## config.mk

```make
export PLATFORM = sky130hd
export DESIGN_NAME = t03_spi_master_flat
export DESIGN_NICKNAME = d
export VERILOG_FILES = /design/src/rtl/t03_spi_master_pkg.sv /design/src/rtl/t03_spi_master_if.sv /design/src/rtl/t03_spi_master_clkgen.sv /design/src/rtl/t03_spi_master.sv /design/src/flat_wrapper.sv
export SDC_FILE = /design/constraint.sdc
export NUM_CORES = 1
export LEC_CHECK = 0
export BUFFER_PORTS_ARGS = -buffer_cell sky130_fd_sc_hd__buf_2
export CORE_MARGIN = 4
export CORE_UTILIZATION = 35
export DETAILED_ROUTE_END_ITERATION = 6
export GPL_ROUTABILITY_DRIVEN = 0
export PLACE_DENSITY = 0.68
export SLEW_MARGIN = 20
export SYNTH_ARGS = -nofsm -noshare
export SYNTH_HDL_FRONTEND = slang
export SYNTH_SLANG_ARGS = --single-unit
```

## constraint.sdc

```tcl
create_clock -name clk -period 2.15 [get_ports clk]
set_input_delay 0.215 -clock clk [delete_from_list [all_inputs] [get_ports clk]]
set_output_delay 0.215 -clock clk [all_outputs]
set_load 0.01 [all_outputs]
```

## src/rtl/t03_spi_master_pkg.sv

```systemverilog
// Shared types and defaults for the team 03 SPI master.
//   spi_state_t : transfer sequencer states
//   SPI_WIDTH   : default frame length in bits
//   SPI_DIV_W   : default number of significant clock-divider bits
package t03_spi_pkg;

  typedef enum logic [1:0] {
    IDLE  = 2'd0,
    SETUP = 2'd1,
    SHIFT = 2'd2,
    HOLD  = 2'd3
  } spi_state_t;

  localparam int SPI_WIDTH = 8;
  localparam int SPI_DIV_W = 16;

endpackage

```

## src/rtl/t03_spi_master_if.sv

```systemverilog
// Bus and pin bundle between the memory-mapped IO block and the SPI master.
//   master modport : the SPI master (consumes start/data/divider and miso,
//                    drives status, received frame and SPI pins)
//   slave modport  : the IO block / pad side
interface t03_spi_master_if;
  import t03_spi_pkg::*;

  logic        tx_start;
  logic [31:0] tx_data;
  logic [31:0] clkdiv;
  logic [31:0] rx_data;
  logic        busy;
  logic        done;
  logic        sclk;
  logic        mosi;
  logic        miso;
  logic        cs_n;

  modport master (
    input  tx_start, tx_data, clkdiv, miso,
    output rx_data, busy, done, sclk, mosi, cs_n
  );

  modport slave (
    output tx_start, tx_data, clkdiv, miso,
    input  rx_data, busy, done, sclk, mosi, cs_n
  );

endinterface

```

## src/rtl/t03_spi_master_clkgen.sv

```systemverilog
// Half-period timer for the SPI master.
//   clk, nrst   : system clock, async active-low reset
//   load_i      : latch div_i and restart the half period
//   en_i        : count while high
//   div_i       : divider; half period H = div_i + 1 cycles
//   half_tick_o : one-cycle pulse at the end of every half period
module t03_spi_clkgen
  import t03_spi_pkg::*;
#(
  parameter int DIV_W = SPI_DIV_W
) (
  input  logic             clk,
  input  logic             nrst,
  input  logic             load_i,
  input  logic             en_i,
  input  logic [DIV_W-1:0] div_i,
  output logic             half_tick_o
);

  // One extra bit so that a divider of all ones yields H = 2**DIV_W.
  logic [DIV_W:0] cnt_q, cnt_d;
  logic [DIV_W:0] h_q, h_d;
  logic [DIV_W:0] h_load;

  localparam logic [DIV_W:0] ONE = {{DIV_W{1'b0}}, 1'b1};

  assign h_load      = {1'b0, div_i} + ONE;
  assign half_tick_o = en_i && !load_i && (cnt_q == ONE);

  always_comb begin
    cnt_d = cnt_q;
    h_d   = h_q;
    if (load_i) begin
      cnt_d = h_load;
      h_d   = h_load;
    end else if (en_i) begin
      cnt_d = (cnt_q == ONE) ? h_q : cnt_q - ONE;
    end
  end

  always_ff @(posedge clk or negedge nrst) begin
    if (!nrst) begin
      cnt_q <= ONE;
      h_q   <= ONE;
    end else begin
      cnt_q <= cnt_d;
      h_q   <= h_d;
    end
  end

endmodule

```

## src/rtl/t03_spi_master.sv

```systemverilog
// SPI mode-0 master for the team 03 IO block.
//   clk, nrst : system clock, async active-low reset
//   bus       : t03_spi_master_if.master -- tx_start/tx_data/clkdiv in,
//               rx_data/busy/done out, sclk/mosi/cs_n out, miso in
// Frames are WIDTH bits, MSB first; received frame is zero-extended.
//
// state | meaning
// ------+---------------------------------------------------------
// IDLE  | cs_n high, sclk low, waiting for tx_start
// SETUP | cs_n low, first bit on mosi, one half period before sclk rises
// SHIFT | sclk toggling; sample miso on rise, advance mosi on fall
// HOLD  | sclk low, cs_n still low for one half period, then done
module t03_spi_master
  import t03_spi_pkg::*;
#(
  parameter int WIDTH = SPI_WIDTH,
  parameter int DIV_W = SPI_DIV_W
) (
  input logic                clk,
  input logic                nrst,
  t03_spi_master_if.master   bus
);

  localparam logic [5:0] LAST_FALL  = 6'(WIDTH);
  localparam logic [5:0] LAST_SHIFT = 6'(WIDTH - 1);

  spi_state_t       state_q, state_d;
  logic             sclk_q, sclk_d;
  logic             mosi_q, mosi_d;
  logic             done_q, done_d;
  logic [WIDTH-1:0] tx_sh_q, tx_sh_d;
  logic [WIDTH-1:0] rx_sh_q, rx_sh_d;
  logic [31:0]      rx_data_q, rx_data_d;
  logic [5:0]       fall_q, fall_d;
  logic             accept;
  logic             half_tick;
  logic             unused_bits;

  // Only the low WIDTH / DIV_W bits of the CPU words matter.
  assign unused_bits = ^{bus.tx_data, bus.clkdiv};

  assign accept = (state_q == IDLE) && bus.tx_start;

  t03_spi_clkgen #(.DIV_W(DIV_W)) u_clkgen (
    .clk         (clk),
    .nrst        (nrst),
    .load_i      (accept),
    .en_i        (state_q != IDLE),
    .div_i       (bus.clkdiv[DIV_W-1:0]),
    .half_tick_o (half_tick)
  );

  always_comb begin
    state_d   = state_q;
    sclk_d    = sclk_q;
    mosi_d    = mosi_q;
    done_d    = 1'b0;
    tx_sh_d   = tx_sh_q;
    rx_sh_d   = rx_sh_q;
    rx_data_d = rx_data_q;
    fall_d    = fall_q;
    case (state_q)
      IDLE: begin
        sclk_d = 1'b0;
        mosi_d = 1'b0;
        if (bus.tx_start) begin
          state_d = SETUP;
          tx_sh_d = bus.tx_data[WIDTH-1:0];
          mosi_d  = bus.tx_data[WIDTH-1];
          rx_sh_d = '0;
          fall_d  = '0;
        end
      end
      SETUP: begin
        if (half_tick) begin
          state_d = SHIFT;
          sclk_d  = 1'b1;
          rx_sh_d = (rx_sh_q << 1) | WIDTH'(bus.miso);
        end
      end
      SHIFT: begin
        if (half_tick) begin
          if (sclk_q) begin
            sclk_d = 1'b0;
            fall_d = fall_q + 6'd1;
            // After the final fall mosi keeps the last bit through HOLD.
            if (fall_q != LAST_SHIFT) begin
              tx_sh_d = tx_sh_q << 1;
              mosi_d  = tx_sh_d[WIDTH-1];
            end
          end else if (fall_q == LAST_FALL) begin
            // Last low half period has elapsed.
            state_d = HOLD;
          end else begin
            sclk_d  = 1'b1;
            rx_sh_d = (rx_sh_q << 1) | WIDTH'(bus.miso);
          end
        end
      end
      HOLD: begin
        if (half_tick) begin
          state_d   = IDLE;
          done_d    = 1'b1;
          mosi_d    = 1'b0;
          rx_data_d = 32'(rx_sh_q);
        end
      end
      default: state_d = IDLE;
    endcase
  end

  always_ff @(posedge clk or negedge nrst) begin
    if (!nrst) begin
      state_q   <= IDLE;
      sclk_q    <= 1'b0;
      mosi_q    <= 1'b0;
      done_q    <= 1'b0;
      tx_sh_q   <= '0;
      rx_sh_q   <= '0;
      rx_data_q <= '0;
      fall_q    <= '0;
    end else begin
      state_q   <= state_d;
      sclk_q    <= sclk_d;
      mosi_q    <= mosi_d;
      done_q    <= done_d;
      tx_sh_q   <= tx_sh_d;
      rx_sh_q   <= rx_sh_d;
      rx_data_q <= rx_data_d;
      fall_q    <= fall_d;
    end
  end

  assign bus.rx_data = rx_data_q;
  assign bus.busy    = (state_q != IDLE);
  assign bus.cs_n    = (state_q == IDLE);
  assign bus.done    = done_q;
  assign bus.sclk    = sclk_q;
  assign bus.mosi    = mosi_q;

endmodule

```

## src/flat_wrapper.sv

```systemverilog
// flat-port wrapper written by rule: the top's interface ports become plain ports
module t03_spi_master_flat import t03_spi_pkg::*;
#(
  parameter int WIDTH = SPI_WIDTH,
  parameter int DIV_W = SPI_DIV_W
)
  (clk, nrst, bus_tx_start, bus_tx_data, bus_clkdiv, bus_miso, bus_rx_data, bus_busy, bus_done, bus_sclk, bus_mosi, bus_cs_n);
  t03_spi_master_if bus_i ();
  input logic clk;
  input logic nrst;
  input wire logic [$bits(bus_i.tx_start)-1:0] bus_tx_start;
  input wire logic [$bits(bus_i.tx_data)-1:0] bus_tx_data;
  input wire logic [$bits(bus_i.clkdiv)-1:0] bus_clkdiv;
  input wire logic [$bits(bus_i.miso)-1:0] bus_miso;
  output wire logic [$bits(bus_i.rx_data)-1:0] bus_rx_data;
  output wire logic [$bits(bus_i.busy)-1:0] bus_busy;
  output wire logic [$bits(bus_i.done)-1:0] bus_done;
  output wire logic [$bits(bus_i.sclk)-1:0] bus_sclk;
  output wire logic [$bits(bus_i.mosi)-1:0] bus_mosi;
  output wire logic [$bits(bus_i.cs_n)-1:0] bus_cs_n;
  assign bus_i.tx_start = bus_tx_start;
  assign bus_i.tx_data = bus_tx_data;
  assign bus_i.clkdiv = bus_clkdiv;
  assign bus_i.miso = bus_miso;
  assign bus_rx_data = bus_i.rx_data;
  assign bus_busy = bus_i.busy;
  assign bus_done = bus_i.done;
  assign bus_sclk = bus_i.sclk;
  assign bus_mosi = bus_i.mosi;
  assign bus_cs_n = bus_i.cs_n;
  t03_spi_master #(.WIDTH(WIDTH), .DIV_W(DIV_W)) u_core (.clk(clk), .nrst(nrst), .bus(bus_i));
endmodule
```

==> run summary <==
WHS: 0.0797 ns
Synth Register Bits: 68
Clock Tree Root: clkbuf_16
Post-synth cell types: 57
# rows: 39
Largest net degree at the start of global routing: 46
DP Cell Count: 657
Slew Limit Fails: 0
Die area: 13,600 um^2
Buffers on Ports: 40
Clock buffer depth: 2
Residual antenna-violating net count after detailed routing: 0
First-pass GRT wire length: 16,100 um
Main synth FF type: dfrtp_1
Worst-Skew Late Latency: 0.33 ns
Num CTS Buffers: 9
CTS H-tree depth: 3
Async S/R FF share, synth: 1.00
Core area: 11,500 um^2
Fmax: 0.474 GHz
Peak VDD IR: 0.535 mV
RSZ-0062 raised after global routing: yes
Period minus WS final: 2.11 ns
Gate power share: 0.447
Congestion Overflow GR: 0
Critical Path Max Stage Delay: 0.55 ns
WL/cell: 14.8 um
Reg power frac: 0.318
Non-Filler Instances: 677
Max_cap viols: 0
Starting Density: 0.360
Type of the most critical hold path: input pin to register
Diodes inserted: 0
Layout Nets: 607
Fillers: 1,067
Cells after Synth: 448
NetSw: 2490 uW
DRT Pass-1 Iters: 4
Drt initial violations: 238
Final WL: 10,000 um
Critical path peak fanout: 2
Reg-to-reg startpoint: u_core.u_clkgen.cnt_q[3]
Finish-stage setup viols: 0
Synth top area share: 0.400
Fin. Hold Viols: 0
Mapped Area: 4130 um^2
CTS sink count: 68
Final period utilization: 0.982
Status: completed
Crit-path cells: buf_6, nor4_4, nand3_2, or4_4, a21oi_2, mux2_2
Leading area contributor after synthesis: dfrtp_1
Seq/Total Area, Yosys: 0.412
CP required: 2.37 ns
Total GRT Usage: 0.149
Die H: 117 um
Clk network pwr share: 0.235
Worst EP arrival: 2.33 ns
Hold Path Cell Cnt: 3
Synth area leaders: dfrtp_1 (40%), mux2_2 (6.5%), o21ai_0 (5.6%)
Die width: 117 um
CTS tree: built
Post-DP Area: 4720 um^2
Layout cells sized above 1: 0.305
Design area: 5220 um^2
Post-route DRC: 0
Min-delay src: bus_tx_data[0]
Critical path's slowest cell: or4_4
Number of flops mapped to enable cells by yosys: 0
Crit path capture type: register
Cell depth of the worst flop-to-flop path: 6
Max Clock Skew: 0.00746 ns
R2R Path End: u_core.bus.mosi
Sw Ratio: 0.370
Synth warn: 0
Pwr Density: 1290 nW/um^2
Syn Area/Cell: 9.22 um^2
I/O pin cnt: 105
P_int: 4230 uW
Pleak: 0.00233 uW
Antenna violations before repair: 0
WHS Endpoint: u_core.tx_sh_q[0]
Clock slew at the register clock pins of the worst setup and hold paths: 0.05 ns
Via count: 3,554
Vias in the first global route: 3,264
HPWL after detailed placement: 7180 um
DR vias/cell: 5.25
Critical path type: register to register
Worst Setup Start Kind: register
Synthesis-to-finish area growth: 26.3%
Flop2flop setup slack: 0.04 ns
per-stage QoR:
step                      utilization  total power, uW  setup TNS, ns  setup slack, ns
after floorplan                     -             3950         -0.102          -0.0314
after global placement          0.412             4830          -1.09           -0.156
after detailed placement        0.412             4910          -1.57           -0.190
after CTS                       0.443             6570              0          0.00642
after global routing            0.455             7190        -0.0837          -0.0335
final                           0.455             6720              0           0.0395
worst max-delay path, delay by kind of cell (launching register included):
family	cells	cell delay, ns
flops	1	0.39
buf+inv	1	0.13
mux	1	0.33
compound gates	1	0.13
simple gates	3	1.02
layout make-up:
class | instances | area, um^2 | share of cell area
tap | 143 | 179 | 0.0343
multi-input combinational | 339 | 2330 | 0.446
clock inverter | 4 | 73.8 | 0.0141
clock buffer | 11 | 243 | 0.0465
timing repair buffer | 91 | 613 | 0.117
sequential | 68 | 1710 | 0.327
inverter | 21 | 78.8 | 0.0151
synth_stat cells, types with 11 or more instances:
library cell / number
inv_1: 20
nand2_1: 48
nand3_1: 11
o21ai_0: 46
nor3_1: 15
clkbuf_1: 19
buf_4: 24
dfrtp_1: 66
mux2i_1: 15
nor2_1: 23
mux2_2: 24
xnor2_1: 19
a21oi_1: 14
cell usage in the layout, fill, tap and decap left out, drive strengths merged, types with 7 or more instances in the layout:
| master | count |
|---|---|
| buf | 90 |
| dfrtp | 66 |
| nand2 | 48 |
| o21ai | 47 |
| conb | 24 |
| mux2 | 24 |
| nor2 | 24 |
| inv | 20 |
| xnor2 | 19 |
| nor3 | 16 |
| mux2i | 15 |
| a21oi | 14 |
| nand3 | 12 |
| nor4 | 12 |
| clkbuf | 11 |
| ha | 9 |
| nand4 | 7 |
layer usage:
| metal | wire [um] | GRT usage | vias to the layer above | share of wire |
|---|---|---|---|---|
| met5 | 0 | 0 | - | 0 |
| met4 | 201 | 0.0413 | 0 | 0.020 |
| met3 | 525 | 0.0347 | 20 | 0.052 |
| met2 | 4790 | 0.243 | 116 | 0.48 |
| met1 | 4490 | 0.197 | 1699 | 0.45 |
| li1 | - | - | 1719 | - |
how the worst max path moves through the flow:
stage | start | endpoint | slack, ns | depth (start not counted)
CTS | u_core.u_clkgen.cnt_q[2] | u_core.fall_q[5] | 0.006 | 6
floorplan | u_core.u_clkgen.cnt_q[0] | u_core.u_clkgen.cnt_q[9] | -0.03 | 7
detailed placement | u_core.u_clkgen.cnt_q[0] | u_core.fall_q[2] | -0.19 | 7
global route | u_core.state_q[0] | u_core.bus.mosi | -0.03 | 7
global placement | u_core.u_clkgen.cnt_q[0] | u_core.fall_q[2] | -0.16 | 7
finish | u_core.u_clkgen.cnt_q[3] | u_core.bus.mosi | 0.04 | 6
logic make-up (layout without fill, tap and decap cells):
group	count (synthesis)	count (layout)	share of synthesized area
other	1	24	0.000907
flip-flops	68	68	0.412
XOR/XNOR	22	22	0.0466
buffers and inverters	64	127	0.0799
adder cells (fa/ha/maj)	9	9	0.0272
multiplexers	39	39	0.102
AO/OA/AOI/OAI	103	103	0.155
AND/OR/NAND/NOR	142	142	0.176
power by group through the flow:
stage,Combinational [uW],Clock (uW),Sequential [uW]
after floorplan,1850,0,2100
after global placement,2730,0,2100
after detailed placement,2790,0,2130
after CTS,2850,1610,2110
after global routing,3310,1670,2210
final,3000,1580,2140
flip-flops by register name, indices dropped and copies added, names as in the netlist:
name,count
u_core.bus.rx_data,8
u_core.u_clkgen.h_q,17
u_core.tx_sh_q,7
u_core.rx_sh_q,8
u_core.bus.mosi,1
u_core.bus.sclk,1
u_core.fall_q,6
u_core.bus.done,1
u_core.u_clkgen.cnt_q,17
u_core.state_q,2
what timing repair did:
item / in CTS / in global routing
endpoints found under the hold margin: 66 / 0
buffers inserted: 0 / 4
pin swaps: 1 / 8
resized for setup: 8 / 25
hold buffers: 1 / 0
setup endpoints to repair: 17 / 20
(Power assumes the default switching activity.)
